### src/rtl/rtc_calendar.sv
// rtl/rtc_calendar.sv - real-time clock/calendar with tick prescaler, periodic report pulse and field edit mode
module rtc_calendar #(
    parameter int DIV      = 50000000,
    parameter int PERIOD_S = 900,
    parameter int PULSE_W  = 2,
    parameter int FIXED_30 = 0
) (
    input  logic       MH50,
    input  logic       rst,
    input  logic       edit,
    input  logic       inc_sec,
    input  logic       inc_min,
    input  logic       inc_hour,
    input  logic       inc_day,
    input  logic       inc_mon,
    input  logic       inc_year,
    output logic [5:0] Hsec,
    output logic [5:0] Hmin,
    output logic [4:0] Hhour,
    output logic [4:0] Hday,
    output logic [3:0] Hmon,
    output logic [6:0] Hyear,
    output logic       tick,
    output logic       report
);

    localparam int PW = (DIV > 2) ? $clog2(DIV) : 1;
    localparam int CW = (PERIOD_S > 1) ? $clog2(PERIOD_S) : 1;
    localparam int WW = (PULSE_W > 1) ? $clog2(PULSE_W) : 1;

    localparam logic [PW-1:0] PRE_LAST   = PW'(DIV - 1);
    localparam logic [PW-1:0] PRE_PENULT = PW'(DIV - 2);
    localparam logic [CW-1:0] PER_LAST   = CW'(PERIOD_S - 1);
    localparam logic [WW-1:0] PULSE_LAST = WW'(PULSE_W - 1);

    logic [PW-1:0] presc;
    logic [CW-1:0] per_cnt;
    logic [WW-1:0] pulse_cnt;

    // Days in the given month; leap is true when the two-digit year is a multiple of 4.
    function automatic logic [4:0] month_days(input logic [3:0] mon, input logic leap);
        logic [4:0] d;
        if (FIXED_30 != 0) begin
            d = 5'd30;
        end else begin
            case (mon)
                4'd4, 4'd6, 4'd9, 4'd11: d = 5'd30;
                4'd2:                    d = leap ? 5'd29 : 5'd28;
                default:                 d = 5'd31;
            endcase
        end
        return d;
    endfunction

    logic [5:0] e_sec, e_min, a_sec, a_min;
    logic [4:0] e_hour, e_day, e_mdays, a_hour, a_day, cur_mdays;
    logic [3:0] e_mon, a_mon;
    logic [6:0] e_year, a_year;
    logic       sec_wrap, min_wrap, hour_wrap, day_wrap, mon_wrap;

    // Edit-mode next values: independent wraps, day clamped against the updated month/year.
    always_comb begin
        e_sec   = inc_sec  ? ((Hsec  == 6'd59) ? 6'd0 : Hsec  + 6'd1) : Hsec;
        e_min   = inc_min  ? ((Hmin  == 6'd59) ? 6'd0 : Hmin  + 6'd1) : Hmin;
        e_hour  = inc_hour ? ((Hhour == 5'd23) ? 5'd0 : Hhour + 5'd1) : Hhour;
        e_mon   = inc_mon  ? ((Hmon  == 4'd12) ? 4'd1 : Hmon  + 4'd1) : Hmon;
        e_year  = inc_year ? ((Hyear == 7'd99) ? 7'd0 : Hyear + 7'd1) : Hyear;
        e_mdays = month_days(e_mon, e_year[1:0] == 2'b00);
        if ((inc_mon || inc_year) && (Hday > e_mdays)) begin
            e_day = e_mdays;
        end else if (inc_day) begin
            e_day = (Hday >= e_mdays) ? 5'd1 : Hday + 5'd1;
        end else begin
            e_day = Hday;
        end
    end

    // Timekeeping next values: one-second advance with full carry chain in a single edge.
    always_comb begin
        cur_mdays = month_days(Hmon, Hyear[1:0] == 2'b00);
        sec_wrap  = (Hsec == 6'd59);
        min_wrap  = sec_wrap && (Hmin == 6'd59);
        hour_wrap = min_wrap && (Hhour == 5'd23);
        day_wrap  = hour_wrap && (Hday >= cur_mdays);
        mon_wrap  = day_wrap && (Hmon == 4'd12);
        a_sec  = sec_wrap ? 6'd0 : Hsec + 6'd1;
        a_min  = sec_wrap  ? ((Hmin  == 6'd59) ? 6'd0 : Hmin  + 6'd1) : Hmin;
        a_hour = min_wrap  ? ((Hhour == 5'd23) ? 5'd0 : Hhour + 5'd1) : Hhour;
        a_day  = hour_wrap ? (day_wrap ? 5'd1 : Hday + 5'd1) : Hday;
        a_mon  = day_wrap  ? ((Hmon  == 4'd12) ? 4'd1 : Hmon  + 4'd1) : Hmon;
        a_year = mon_wrap  ? ((Hyear == 7'd99) ? 7'd0 : Hyear + 7'd1) : Hyear;
    end

    // Prescaler: tick is registered so it is high exactly while presc sits at DIV-1.
    always_ff @(posedge MH50 or posedge rst) begin
        if (rst) begin
            presc <= '0;
            tick  <= 1'b0;
        end else if (edit) begin
            presc <= '0;
            tick  <= 1'b0;
        end else begin
            presc <= (presc == PRE_LAST) ? '0 : presc + 1'b1;
            tick  <= (presc == PRE_PENULT);
        end
    end

    // Calendar fields: edit strobes while held, otherwise advance on each tick.
    always_ff @(posedge MH50 or posedge rst) begin
        if (rst) begin
            Hsec  <= 6'd0;
            Hmin  <= 6'd0;
            Hhour <= 5'd0;
            Hday  <= 5'd1;
            Hmon  <= 4'd1;
            Hyear <= 7'd0;
        end else if (edit) begin
            Hsec  <= e_sec;
            Hmin  <= e_min;
            Hhour <= e_hour;
            Hday  <= e_day;
            Hmon  <= e_mon;
            Hyear <= e_year;
        end else if (tick) begin
            Hsec  <= a_sec;
            Hmin  <= a_min;
            Hhour <= a_hour;
            Hday  <= a_day;
            Hmon  <= a_mon;
            Hyear <= a_year;
        end
    end

    // Report scheduler: count ticks per period and stretch the wrap into a PULSE_W-cycle pulse.
    always_ff @(posedge MH50 or posedge rst) begin
        if (rst) begin
            per_cnt   <= '0;
            pulse_cnt <= '0;
            report    <= 1'b0;
        end else if (edit) begin
            per_cnt   <= '0;
            pulse_cnt <= '0;
            report    <= 1'b0;
        end else begin
            if (tick) begin
                per_cnt <= (per_cnt == PER_LAST) ? '0 : per_cnt + 1'b1;
            end
            if (tick && (per_cnt == PER_LAST)) begin
                report    <= 1'b1;
                pulse_cnt <= PULSE_LAST;
            end else if (report) begin
                if (pulse_cnt == '0) begin
                    report <= 1'b0;
                end else begin
                    pulse_cnt <= pulse_cnt - 1'b1;
                end
            end
        end
    end

endmodule

### config.mk
export PLATFORM = sky130hd
export DESIGN_NAME = rtc_calendar
export DESIGN_NICKNAME = d
export VERILOG_FILES = /design/src/rtl/rtc_calendar.sv
export SDC_FILE = /design/constraint.sdc
export NUM_CORES = 1
export LEC_CHECK = 0
export BUFFER_PORTS_ARGS = -buffer_cell sky130_fd_sc_hd__buf_4
export CORE_ASPECT_RATIO = 0.75
export CORE_MARGIN = 2
export CORE_UTILIZATION = 34
export CTS_BUF_LIST = sky130_fd_sc_hd__clkbuf_2
export DETAILED_ROUTE_END_ITERATION = 6
export GPL_ROUTABILITY_DRIVEN = 1
export GPL_TIMING_DRIVEN = 0
export MAX_ROUTING_LAYER = met4
export PLACE_DENSITY = 0.48
export SKIP_LAST_GASP = 1
export SYNTH_ARGS = -nofsm -noshare
export SYNTH_HDL_FRONTEND = slang
export SYNTH_SLANG_ARGS = --single-unit
### constraint.sdc
create_clock -name MH50 -period 4.21 [get_ports MH50]
set_input_delay 0.842 -clock MH50 [delete_from_list [all_inputs] [get_ports MH50]]
set_output_delay 0.842 -clock MH50 [all_outputs]
set_load 0.005 [all_outputs]
==> results.md, run 1 <==
- Leak: between 2 and 2.5 nW
- CP startpoint: Hmon[0]$_DFFE_PP1P_
- Maximum vdd ir drop: ~190 uV
- Ys flop type: dfrtp_1
- Critical path's slowest cell: dfstp_2
- Sw Ratio: 37.3%
- Initial antenna violation count: 0
- Most common cell after layout, fill and taps aside: dfrtp_1
- Die Area: roughly 13000 um^2
- Skew-Pair Late Insertion Delay: 0.51 ns
- Worst path required time: between 4 and 5 ns
- Synth Area per Inst: about 9.1 um^2
- Worst Skew: roughly 0.029 ns
- Gpl congestion: roughly 0.77
- Register area: between 1500 and 2000 um^2
- Seq/Total Area, Yosys: a little under half
- Count of final hold-check violations: 0
- R2r startpoint: Hmon[0]$_DFFE_PP1P_
- Async set-reset flop share out of synthesis: 100%
- CTS sink count: between 70 and 80
- Yosys top cell area share: 43.7%
- FILL cells: between 1000 and 1500
- Area of the multi-input gates: 2110 um^2
- Synthesized flop and latch total: 72
- Placeable core region: 11500 um^2
- Starting DRT DRC Count: roughly 150
- Combinational power share: roughly a third
- Relative slew margins: 38.1%
- Clk pwr share: between 10% and 20%
- Post-CTS Hold Fix Bufs: 0
- Post-Syn Instances: 439
- Synth unique cells: 54
- R2R setup slack: approximately 0.32 ns
- Hold WC Path Type: in2async
- Boundary Pins: between 40 and 50
- Clock-pin slew on the worst setup and hold paths: ~0.2 ns
- Yosys warns: 0
- Vias per cell: around 5.0
- GRT Total Usage: between 10% and 20%
- Status: finished, final reports clean
- Total number of vias: 3323
- Clock Tree Buf Depth: 2
- R2r endpoint: Hday[4]$_DFFE_PP0P_
- Max-slew violations: 0
- Switch Pwr: ~0.0008 W
- Layout Area Growth over Synthesis: 16.4%
- Area contributors post-synth: dfrtp_1, ha_1, nand2_1, xor2_1, nor2_1
- FF-to-FF path depth: 14
- Mapped cell area: approximately 4000 um^2
- Tmin final: 3.89 ns
- Diodes inserted: 0
- RSZ-0062 raised after global routing: no
- Power Dens Cells: 463 nW/um^2
- Dominant cell type by area after synthesis: dfrtp_1
- Final core occ: about two fifths
- Total Wirelength: just over 9000 um
- Critical path arrival: between 4 and 5 ns
- Die Wd: approximately 130 um
- Starting Density: 34.8%
- Cts bufs inserted: 9
- Post-route DRC violation count: 0
- DIE HEIGHT: a little under 100 um
- Cell internal pwr: about 0.0014 W
- GRT Residual Overflow: 0
- Max incr delay on CP: roughly 0.60 ns
- Port bufs: 42
- Worst slew pin tran: approximately 0.9 ns
- Antenna-violating nets left: 0
- Max-Cap Viols: 0
- Post-synth EDFFs: 0
- CP Cell Sequence: clkbuf_1 -> inv_1 -> ha_1 -> nand4b_1 -> or3_1 -> o31a_1 -> o31a_1 -> ha_1 -> a2bb2oi_1 -> o2111a_1 -> a21oi_1 -> o21ai_2 -> a21bo_2 -> a22o_1
- Hpwl dp: between 6000 and 7000 um
- Vias in the first global route: a little over 3000
- Most frequent cells in the layout: dfrtp_1, nand2_1, nor2_1
- CTS tree: yes
- Share of power burned in registers: between 40% and 50%
- Startpoint type of the worst setup path: flip-flop
- First-pass GRT wire length: ~16000 um
- Largest net degree at the start of global routing: 56
- Row Count: 34
- Layout cells sized above 1: 14.7%
- Syn Nets: about 470
- H-tree depth: 3
- Routed WL per cell: roughly 14 um
- Setup Viol. Count Final: 0
- Final period utilization: 92.3%
- Setup Total Neg Slack: 0 ns
- Achievable Freq: 0.257 GHz
- Crit Path Class: reg2reg
- Total iterations of the first detailed-routing run: 4
- Crit-path max FO: 10
- Clk root buf: clkbuf_2
- Worst setup EP type: flip-flop
- Nets@finish: 519
## area by class of cell
cell class	instances	area share [%]
repair buffers	43	7.35
clock buffers	12	1.29
plain buffers	11	1.02
multi-input cells	344	45.3
well taps	162	4.35
flip-flops and latches	72	38.7
inverters	12	1.02
clock inverters	4	0.966
## state kept, by name, summed over array words and instances (netlist names)
register and flops:
Hmon 4, pulse_cnt 1, Hyear 7, tick 1
Hhour 5, Hsec 6, Hmin 6, per_cnt 10
report 1, Hday 5, presc 26
## cells in the mapped netlist, drive strengths merged, types with 5 or more instances
| cell | number |
|---|---|
| o21ai | 31 |
| nor2b | 8 |
| nor4 | 7 |
| nand3 | 31 |
| ha | 17 |
| inv | 12 |
| xor2 | 21 |
| a31oi | 6 |
| nand4 | 9 |
| and3 | 12 |
| o31ai | 7 |
| clkbuf | 7 |
| a21oi | 19 |
| nand2b | 9 |
| a21o | 5 |
| nor2 | 46 |
| xnor2 | 9 |
| nand2 | 53 |
| dfrtp | 70 |
| nor3 | 9 |
## metrics by stage
stage	worst slack (ns)	cell area (um^2)	instances	total power, W	hold slack [ns]
2_1_floorplan	0.631	4010	439	0.00145	0.445
3_3_place_gp	0.175	4520	643	0.00178	0.483
3_5_place_dp	0.156	4550	644	0.00180	0.494
4_1_cts	0.141	4660	660	0.00220	0.198
5_1_grt	0.0380	4660	660	0.00236	0.159
6_report	0.325	4660	660	0.00216	0.242
## how the worst max path moves through the flow
| stage | endpoint | cells past startpoint |
|---|---|---|
| finish | Hday[4]$_DFFE_PP0P_ | 14 |
| global route | Hday[4]$_DFFE_PP0P_ | 14 |
| CTS | Hday[4]$_DFFE_PP0P_ | 14 |
| detailed placement | Hday[4]$_DFFE_PP0P_ | 14 |
| global placement | Hday[4]$_DFFE_PP0P_ | 14 |
| floorplan | Hday[4]$_DFFE_PP0P_ | 14 |
## critical path, delay by kind of cell, from the launching register on
kind                     cells  cell delay [ns]
AO/OA/AOI/OAI                8             1.64
flip-flops                   1             0.60
AND/OR/NAND/NOR              2             0.60
adder cells (fa/ha/maj)      2             0.57
buffers and inverters        2             0.40
## power groups by stage
stage,clock network (W),logic (W),registers [W]
floorplan,0,0.000455,0.000990
global placement,0,0.000756,0.00102
detailed placement,0,0.000771,0.00103
CTS,0.000410,0.000773,0.00101
global route,0.000449,0.000872,0.00104
finish,0.000385,0.000762,0.00101
## layer usage
layer	routed length [um]	part of all wire, %	vias up	global-route usage [%]
met5	0	0	-	-
met4	72	0.79	0	3.26
met3	386	4.3	6	5.04
met2	3630	40	63	20.8
met1	4980	55	1564	23.9
li1	-	-	1690	-
## kinds of logic (layout without fill, tap and decap cells)
kind of cell             count (synthesis)  after routing  synth area share [%]
AND/OR/NAND/NOR                        204            204                  25.4
AO/OA/AOI/OAI                           88             88                  14.1
flip-flops                              72             72                  45.0
XOR/XNOR                                30             30                  6.56
buffers and inverters                   23             82                  2.31
adder cells (fa/ha/maj)                 17             17                  5.31
multiplexers                             5              5                  1.34
## timing repair
item                       4_1_cts  5_1_grt
setup endpoints to repair        0        3
setup buffers                    0        0
gates resized for setup          0        1
Power figures use the tool's default switching activity.
==> run 2: changes to the inputs <==
--- a/config.mk
+++ b/config.mk
@@ -15,6 +15,7 @@
 export GPL_TIMING_DRIVEN = 0
 export MAX_ROUTING_LAYER = met4
 export PLACE_DENSITY = 0.48
+export REMOVE_ABC_BUFFERS = 1
 export SKIP_LAST_GASP = 1
 export SYNTH_ARGS = -nofsm -noshare
 export SYNTH_HDL_FRONTEND = slang
==> results.md, run 2 (same netlist as run 1, synthesis figures left out) <==
- Pwr Total: 0.00215 W (-0.47%)
- R2r endpoint: Hday[4]$_DFFE_PP0P_
- Leak: 2.04 nW (-0.79%)
- Max incr delay on CP: 0.70 ns (+0.10 ns)
- R2R setup slack: 0.34 ns (about the same)
- Worst path required time: 4.65 ns (about the same)
- Clk root buf: clkbuf_2
- Critical path arrival: 4.31 ns (about the same)
- Gpl congestion: 0.779 (+1.8%)
- Total number of vias: 3299 (-0.72%)
- Hpwl dp: 6490 um (-1.7%)
- Starting DRT DRC Count: 217 (+50%)
- R2r startpoint: Hmon[0]$_DFFE_PP1P_
- Die Wd: 129 um (unchanged)
- Critical path's slowest cell: dfstp_2
- Post-CTS Setup Inserts: 0 (unchanged)
- Crit Path Class: reg2reg
- Most frequent cells in the layout: dfrtp_1, nand2_1, nor2_1
- RSZ-0062 raised after global routing: no
- CP Cell Sequence: inv_1 -> ha_1 -> nand4b_1 -> or3_1 -> o31a_1 -> o31a_1 -> ha_1 -> a2bb2oi_1 -> o2111a_1 -> a21oi_1 -> o21ai_1 -> a21bo_2 -> a22o_1
- Worst path top cell family by delay: compound AO/OA/AOI/OAI gates
- Sw Ratio: 37.5% (+0.25 points)
- Boundary Pins: 44 (unchanged)
- Largest reg by FF count: presc
- Most common cell after layout, fill and taps aside: dfrtp_1
- Vias per cell: 5.08 (+0.81%)
- Crit-path max FO: 12 (+2)
- Placeable core region: 11500 um^2 (unchanged)
- CTS tree: yes
- Max-slew violations: 0 (unchanged)
- Clock-pin slew on the worst setup and hold paths: 0.20 ns (about the same)
- Startpoint type of the worst setup path: flip-flop
- Die Area: 12700 um^2 (unchanged)
- Count of final hold-check violations: 0 (unchanged)
- Achievable Freq: 0.258 GHz (+0.36%)
- Cts bufs inserted: 9 (unchanged)
- Diodes inserted: 0 (unchanged)
- GRT Total Usage: 15.9% (about the same)
- FILL cells: 1173 (+0.34%)
- Row Count: 34 (unchanged)
- Port bufs: 43 (+2.4%)
- Layout Area Growth over Synthesis: 15.7%
- Share of power burned in registers: 48.8% (+1.9 points)
- Final period utilization: 92.0% (-0.33 points)
- Initial antenna violation count: 0 (unchanged)
- Worst setup EP type: flip-flop
- First-pass GRT wire length: 15500 um (-0.49%)
- Hold WC Path Type: in2async
- Setup Viol. Count Final: 0 (unchanged)
- H-tree depth: 3 (unchanged)
- Maximum vdd ir drop: 234 uV (+25%)
- GRT Residual Overflow: 0 (unchanged)
- Skew-Pair Late Insertion Delay: 0.53 ns (+0.02 ns)
- Cell internal pwr: 0.00134 W (-0.87%)
- Clk pwr share: 17.9% (about the same)
- Largest net degree at the start of global routing: 51 (-8.9%)
- Switch Pwr: 0.000807 W (+0.20%)
- Layout cells sized above 1: 14.1% (-0.52 points)
- Vias in the first global route: 3044 (-2.1%)
- Tmin final: 3.87 ns (-0.0138 ns)
- Post-route DRC violation count: 0 (unchanged)
- Antenna-violating nets left: 0 (unchanged)
- Total Wirelength: 9120 um (+0.48%)
- Biggest regs: presc x26, per_cnt x10, Hyear x7
- Starting Density: 34.8% (unchanged)
- FF-to-FF path depth: 13 (-1)
- Worst Skew: 0.0239 ns (-0.00557 ns)
- Routed WL per cell: 14.0 um (+2.0%)
- Worst slew pin tran: 0.860 ns (-0.0597 ns)
- Status: finished, final reports clean
- Combinational power share: 33.4% (-1.9 points)
- Clock Tree Buf Depth: 2 (unchanged)
- Post-CTS resize count: 0 (unchanged)
- DIE HEIGHT: 98.0 um (unchanged)
- Total iterations of the first detailed-routing run: 4 (unchanged)
- Max-Cap Viols: 0 (unchanged)
- Relative slew margins: 42.2% (+4.0 points)
- Power Dens Cells: 464 nW/um^2 (+0.15%)
- Nets@finish: 510 (-1.7%)
- Post-CTS Hold Fix Bufs: 0 (unchanged)
- CTS sink count: 72 (unchanged)
- Max FFs per register: 26 (unchanged)
- WP buf/inv: 1 (-1)
- Setup Total Neg Slack: 0 ns (unchanged)
[run 2: worst reg2reg max path, cell delays in order, from the launching register on]
cell,delay [ns]
dfstp_2,0.70
inv_1,0.10
ha_1,0.29
nand4b_1,0.22
or3_1,0.36
o31a_1,0.14
o31a_1,0.33
ha_1,0.29
a2bb2oi_1,0.19
o2111a_1,0.29
a21oi_1,0.06
o21ai_1,0.37
a21bo_2,0.30
a22o_1,0.17
[run 2: per-layer routing]
layer  share of wire, %  routed length [um]  up-vias  track usage, %
met5                  0                   0        -               -
met4               0.75                  68        0            3.76
met3                3.7                 339        6            4.55
met2                 42                3840       49            21.7
met1                 53                4880     1584            23.2
li1                   -                   -     1660               -
[run 2: layout make-up]
cell class,instances,area [um^2],area share [%]
multi-input combinational,344,2110,45.6
sequential,72,1800,38.9
timing repair buffer,45,365,7.88
tap,162,203,4.37
clock buffer,11,55.1,1.19
inverter,12,47.5,1.03
clock inverter,4,46.3,0.999
[run 2: worst max path at each step]
stage,start,to,slack (ns),cells past startpoint
2_1_floorplan,Hmon[0]$_DFFE_PP1P_,Hday[4]$_DFFE_PP0P_,0.83,13
3_3_place_gp,rst,Hyear[4]$_DFFE_PP0P_,0.42,2
3_5_place_dp,Hmon[0]$_DFFE_PP1P_,Hday[4]$_DFFE_PP0P_,0.38,13
4_1_cts,Hmon[0]$_DFFE_PP1P_,Hday[4]$_DFFE_PP0P_,0.35,13
5_1_grt,Hmon[0]$_DFFE_PP1P_,Hday[4]$_DFFE_PP0P_,0.06,13
6_report,Hmon[0]$_DFFE_PP1P_,Hday[4]$_DFFE_PP0P_,0.34,13
[run 2: power groups by stage]
stage | Combinational [W] | Sequential (W) | Clock (W)
6_report | 0.000717 | 0.00105 | 0.000384
3_5_place_dp | 0.000723 | 0.00106 | 0
5_1_grt | 0.000811 | 0.00109 | 0.000441
3_3_place_gp | 0.000710 | 0.00105 | 0
4_1_cts | 0.000728 | 0.00105 | 0.000410
2_1_floorplan | 0.000419 | 0.00101 | 0
[run 2: through the flow]
| step | hold slack [ns] | std cells | cell area (um^2) | utilization [%] | setup slack, ns |
|---|---|---|---|---|---|
| 2_1_floorplan | 0.445 | 428 | 3960 | - | 0.829 |
| 3_3_place_gp | 0.471 | 633 | 4480 | 38.9 | 0.418 |
| 3_5_place_dp | 0.484 | 635 | 4530 | 39.3 | 0.385 |
| 4_1_cts | 0.196 | 650 | 4630 | 40.2 | 0.352 |
| 5_1_grt | 0.164 | 650 | 4630 | 40.2 | 0.0583 |
| 6_report | 0.236 | 650 | 4630 | 40.2 | 0.339 |
==> run 3: changes to the inputs <==
--- a/config.mk
+++ b/config.mk
@@ -5,6 +5,7 @@
 export SDC_FILE = /design/constraint.sdc
 export NUM_CORES = 1
 export LEC_CHECK = 0
+export ABC_AREA = 1
 export BUFFER_PORTS_ARGS = -buffer_cell sky130_fd_sc_hd__buf_4
 export CORE_ASPECT_RATIO = 0.75
 export CORE_MARGIN = 2
==> results.md, run 3 <==
- Worst setup EP type: flip-flop
- Placeable core region: 13000 um^2 (+13%)
- Combinational power share: 40.0% (+6.6 points)
- Layout cells sized above 1: 12.4% (-1.8 points)
- Max-slew violations: 0 (unchanged)
- CTS sink count: 72 (unchanged)
- Count leader, synth: nand2_1
- Leak: 2.49 nW (+22%)
- Synthesized flop and latch total: 72 (unchanged)
- Post-CTS Hold Fix Bufs: 0 (unchanged)
- Largest net degree at the start of global routing: 55 (+7.8%)
- Register area: 1800 um^2 (unchanged)
- Relative slew margins: 61.6% (+19 points)
- Area contributors post-synth: dfrtp_1, nand2_1, inv_1, nor2_1, nand3_1
- Status: finished, final reports clean
- Achievable Freq: 0.337 GHz (+31%)
- Largest reg by FF count: presc
- Post-synth EDFFs: 0 (unchanged)
- Crit-path max FO: 9 (-3)
- Grt met3 use: 5.14% (+0.59 points)
- Yosys warns: 0 (unchanged)
- Skew-Pair Late Insertion Delay: 0.57 ns (+0.04 ns)
- Routed WL per cell: 13.4 um (-4.5%)
- Dominant cell type by area after synthesis: dfrtp_1
- Critical path arrival: 3.42 ns (-0.89 ns)
- Final core occ: 39.8% (-0.41 points)
- Nets@finish: 691 (+35%)
- Worst path required time: 4.67 ns (+0.02 ns)
- CP Cell Sequence: inv_1 -> ha_1 -> nand3_2 -> nand2_1 -> nand2_1 -> nand2_1 -> nor2_1 -> nand3_1 -> nand2_1 -> inv_1 -> ha_1 -> nand2_1 -> nand4_1 -> nand2_1 -> nand3_1 -> nor2_1 -> a22oi_1
- Maximum vdd ir drop: 213 uV (-8.9%)
- GRT Residual Overflow: 0 (unchanged)
- Die Area: 14200 um^2 (+12%)
- Post-CTS Setup Inserts: 0 (unchanged)
- Ys flop type: dfrtp_1
- GR Util met1: 26.3% (+3.1 points)
- Cts bufs inserted: 9 (unchanged)
- Seq/Total Area, Yosys: 40.0% (-5.1 points)
- Clock Tree Buf Depth: 2 (unchanged)
- Hpwl dp: 8270 um (+27%)
- Row Count: 36 (+5.9%)
- Final period utilization: 70.4% (-22 points)
- Post-route DRC violation count: 0 (unchanged)
- Setup Viol. Count Final: 0 (unchanged)
- Placed Cells incl. Taps: 825 (+30%)
- Share of power burned in registers: 43.3% (-5.5 points)
- Total iterations of the first detailed-routing run: 5 (+1)
- Area of the multi-input gates: 2350 um^2 (+11%)
- Boundary Pins: 44 (unchanged)
- Mapped cell area: 4510 um^2 (+13%)
- Starting DRT DRC Count: 233 (+7.4%)
- Switch Pwr: 0.000973 W (+21%)
- Initial antenna violation count: 0 (unchanged)
- Post-CTS resize count: 0 (unchanged)
- Clock-pin slew on the worst setup and hold paths: 0.22 ns (+0.02 ns)
- DIE HEIGHT: 104 um (+5.9%)
- Biggest regs: presc x26, per_cnt x10, Hyear x7
- Synth unique cells: 39 (-28%)
- GRT Total Usage: 17.4% (+1.4 points)
- Cell internal pwr: 0.00142 W (+5.9%)
- Diodes inserted: 0 (unchanged)
- Antenna-violating nets left: 0 (unchanged)
- Die Wd: 137 um (+6.0%)
- CTS tree: yes
- Starting Density: 34.8% (+0.048 points)
- Port bufs: 43 (unchanged)
- Power Dens Cells: 464 nW/um^2 (about the same)
- Most frequent cells in the layout: nand2_1, inv_1, nor2_1
- Tmin final: 2.96 ns (-0.908 ns)
- Setup Total Neg Slack: 0 ns (unchanged)
- RSZ-0062 raised after global routing: no
- Clk pwr share: 16.7% (-1.2 points)
- Total Wirelength: 11300 um (+24%)
- Max FFs per register: 26 (unchanged)
- Vias in the first global route: 3881 (+27%)
- Non-filler instance count after layout: 841 (+29%)
- Most common cell after layout, fill and taps aside: nand2_1
- Yosys top cell area share: 38.8% (-4.9 points)
- Crit Path Class: reg2reg
- Startpoint type of the worst setup path: flip-flop
- Post-synth top cells: nand2_1, inv_1, nor2_1
- Synth Area per Inst: 7.33 um^2 (-20%)
- Cell mode on critical path: nand2_1
- Max-Cap Viols: 0 (unchanged)
- Post-Syn Instances: 616 (+40%)
- H-tree depth: 3 (unchanged)
- FILL cells: 1395 (+19%)
- Sw Ratio: 40.6% (+3.1 points)
- Layout Area Growth over Synthesis: 14.3%
- Clk root buf: clkbuf_2
- First-pass GRT wire length: 19000 um (+22%)
- Met2 Track Usage GR: 22.3% (+0.54 points)
- Count of final hold-check violations: 0 (unchanged)
- Total number of vias: 4104 (+24%)
- Worst slew pin tran: 0.574 ns (-0.286 ns)
- Vias per cell: 4.88 (-3.9%)
- Hold WC Path Type: in2async
- Async set-reset flop share out of synthesis: 100% (unchanged)
- GRT Max-Usage Layer: met1
- Critical path's slowest cell: dfstp_2
- R2R setup slack: 1.25 ns (+0.91 ns)
- Gpl congestion: 0.864 (+11%)
- Worst Skew: 0.0276 ns (+0.00370 ns)
- Max incr delay on CP: 0.67 ns (-0.03 ns)
[run 3: cell count changes in the layout (fill, tap and decap cells not counted), sizes merged, moves of 6 or more]
cell	before	now
o31ai	7	0
nor2b	8	0
o21ai	31	24
inv	12	87
a31oi	6	0
xor2	21	15
nor3	9	17
nand2	53	152
nand3	31	59
and3	12	0
nor2	46	85
nand2b	9	0
nand4	9	17
[run 3: critical path, delay by kind of cell, from the launching register on]
family	cells	cell delay, ns
AND/OR/NAND/NOR	12	1.43
buffers and inverters	2	0.16
AO/OA/AOI/OAI	1	0.10
adder cells (fa/ha/maj)	2	0.51
flip-flops	1	0.67
[run 3: final cells by class]
type,count,area share (%)
Multi-Input combinational cell,450,45.6
Sequential cell,72,35.0
Timing Repair Buffer,44,6.79
Inverter,88,6.45
Tap cell,171,4.15
Clock inverter,7,1.21
Clock buffer,9,0.873
[run 3: power by group through the flow]
| stage | logic, W | clock network [W] | registers [W] |
|---|---|---|---|
| after global placement | 0.000946 | 0 | 0.00105 |
| after floorplan | 0.000592 | 0 | 0.00102 |
| after detailed placement | 0.000967 | 0 | 0.00105 |
| after global routing | 0.00111 | 0.000458 | 0.00106 |
| final | 0.000958 | 0.000399 | 0.00104 |
| after CTS | 0.000971 | 0.000427 | 0.00104 |
[run 3: cell families after synthesis]
family                   after synthesis  share of synthesized area, %
AO/OA/AOI/OAI                         63                          8.59
adder cells (fa/ha/maj)               17                          4.71
XOR/XNOR                              23                          4.46
multiplexers                           1                         0.222
buffers and inverters                 94                          7.93
flip-flops                            72                          40.0
AND/OR/NAND/NOR                      346                          34.1
[run 3: through the flow]
stage               setup WS (ns)  hold slack (ns)  total power, W  instance area (um^2)
finish                       1.25            0.197         0.00239                  5160
global route                0.957            0.126         0.00263                  5160
CTS                          1.21            0.138         0.00243                  5160
detailed placement           1.18            0.505         0.00202                  5050
global placement            0.374            0.491         0.00199                  5020
floorplan                    1.55            0.478         0.00161                  4490
[run 3: routing by layer]
metal / up-vias / share of wire [%]
met3: 8 / 6.5
met1: 1902 / 54
met5: - / 0
met4: 0 / 0.94
li1: 2092 / -
met2: 102 / 39
[run 3: final timing paths]
kind / to / start / depth (start not counted)
worst min register to register: Hday[0]$_DFFE_PP1P_ / Hday[0]$_DFFE_PP1P_ / 2
worst max register to register: Hday[3]$_DFFE_PP0P_ / Hmon[0]$_DFFE_PP1P_ / 17
min in group MH50: Hday[0]$_DFFE_PP1P_ / Hday[0]$_DFFE_PP1P_ / 2
worst min-delay path: presc[19]$_DFF_PP0_ / rst / 2
max in group asynchronous: Hmon[0]$_DFFE_PP1P_ / rst / 3
worst max-delay path: Hday[3]$_DFFE_PP0P_ / Hmon[0]$_DFFE_PP1P_ / 17
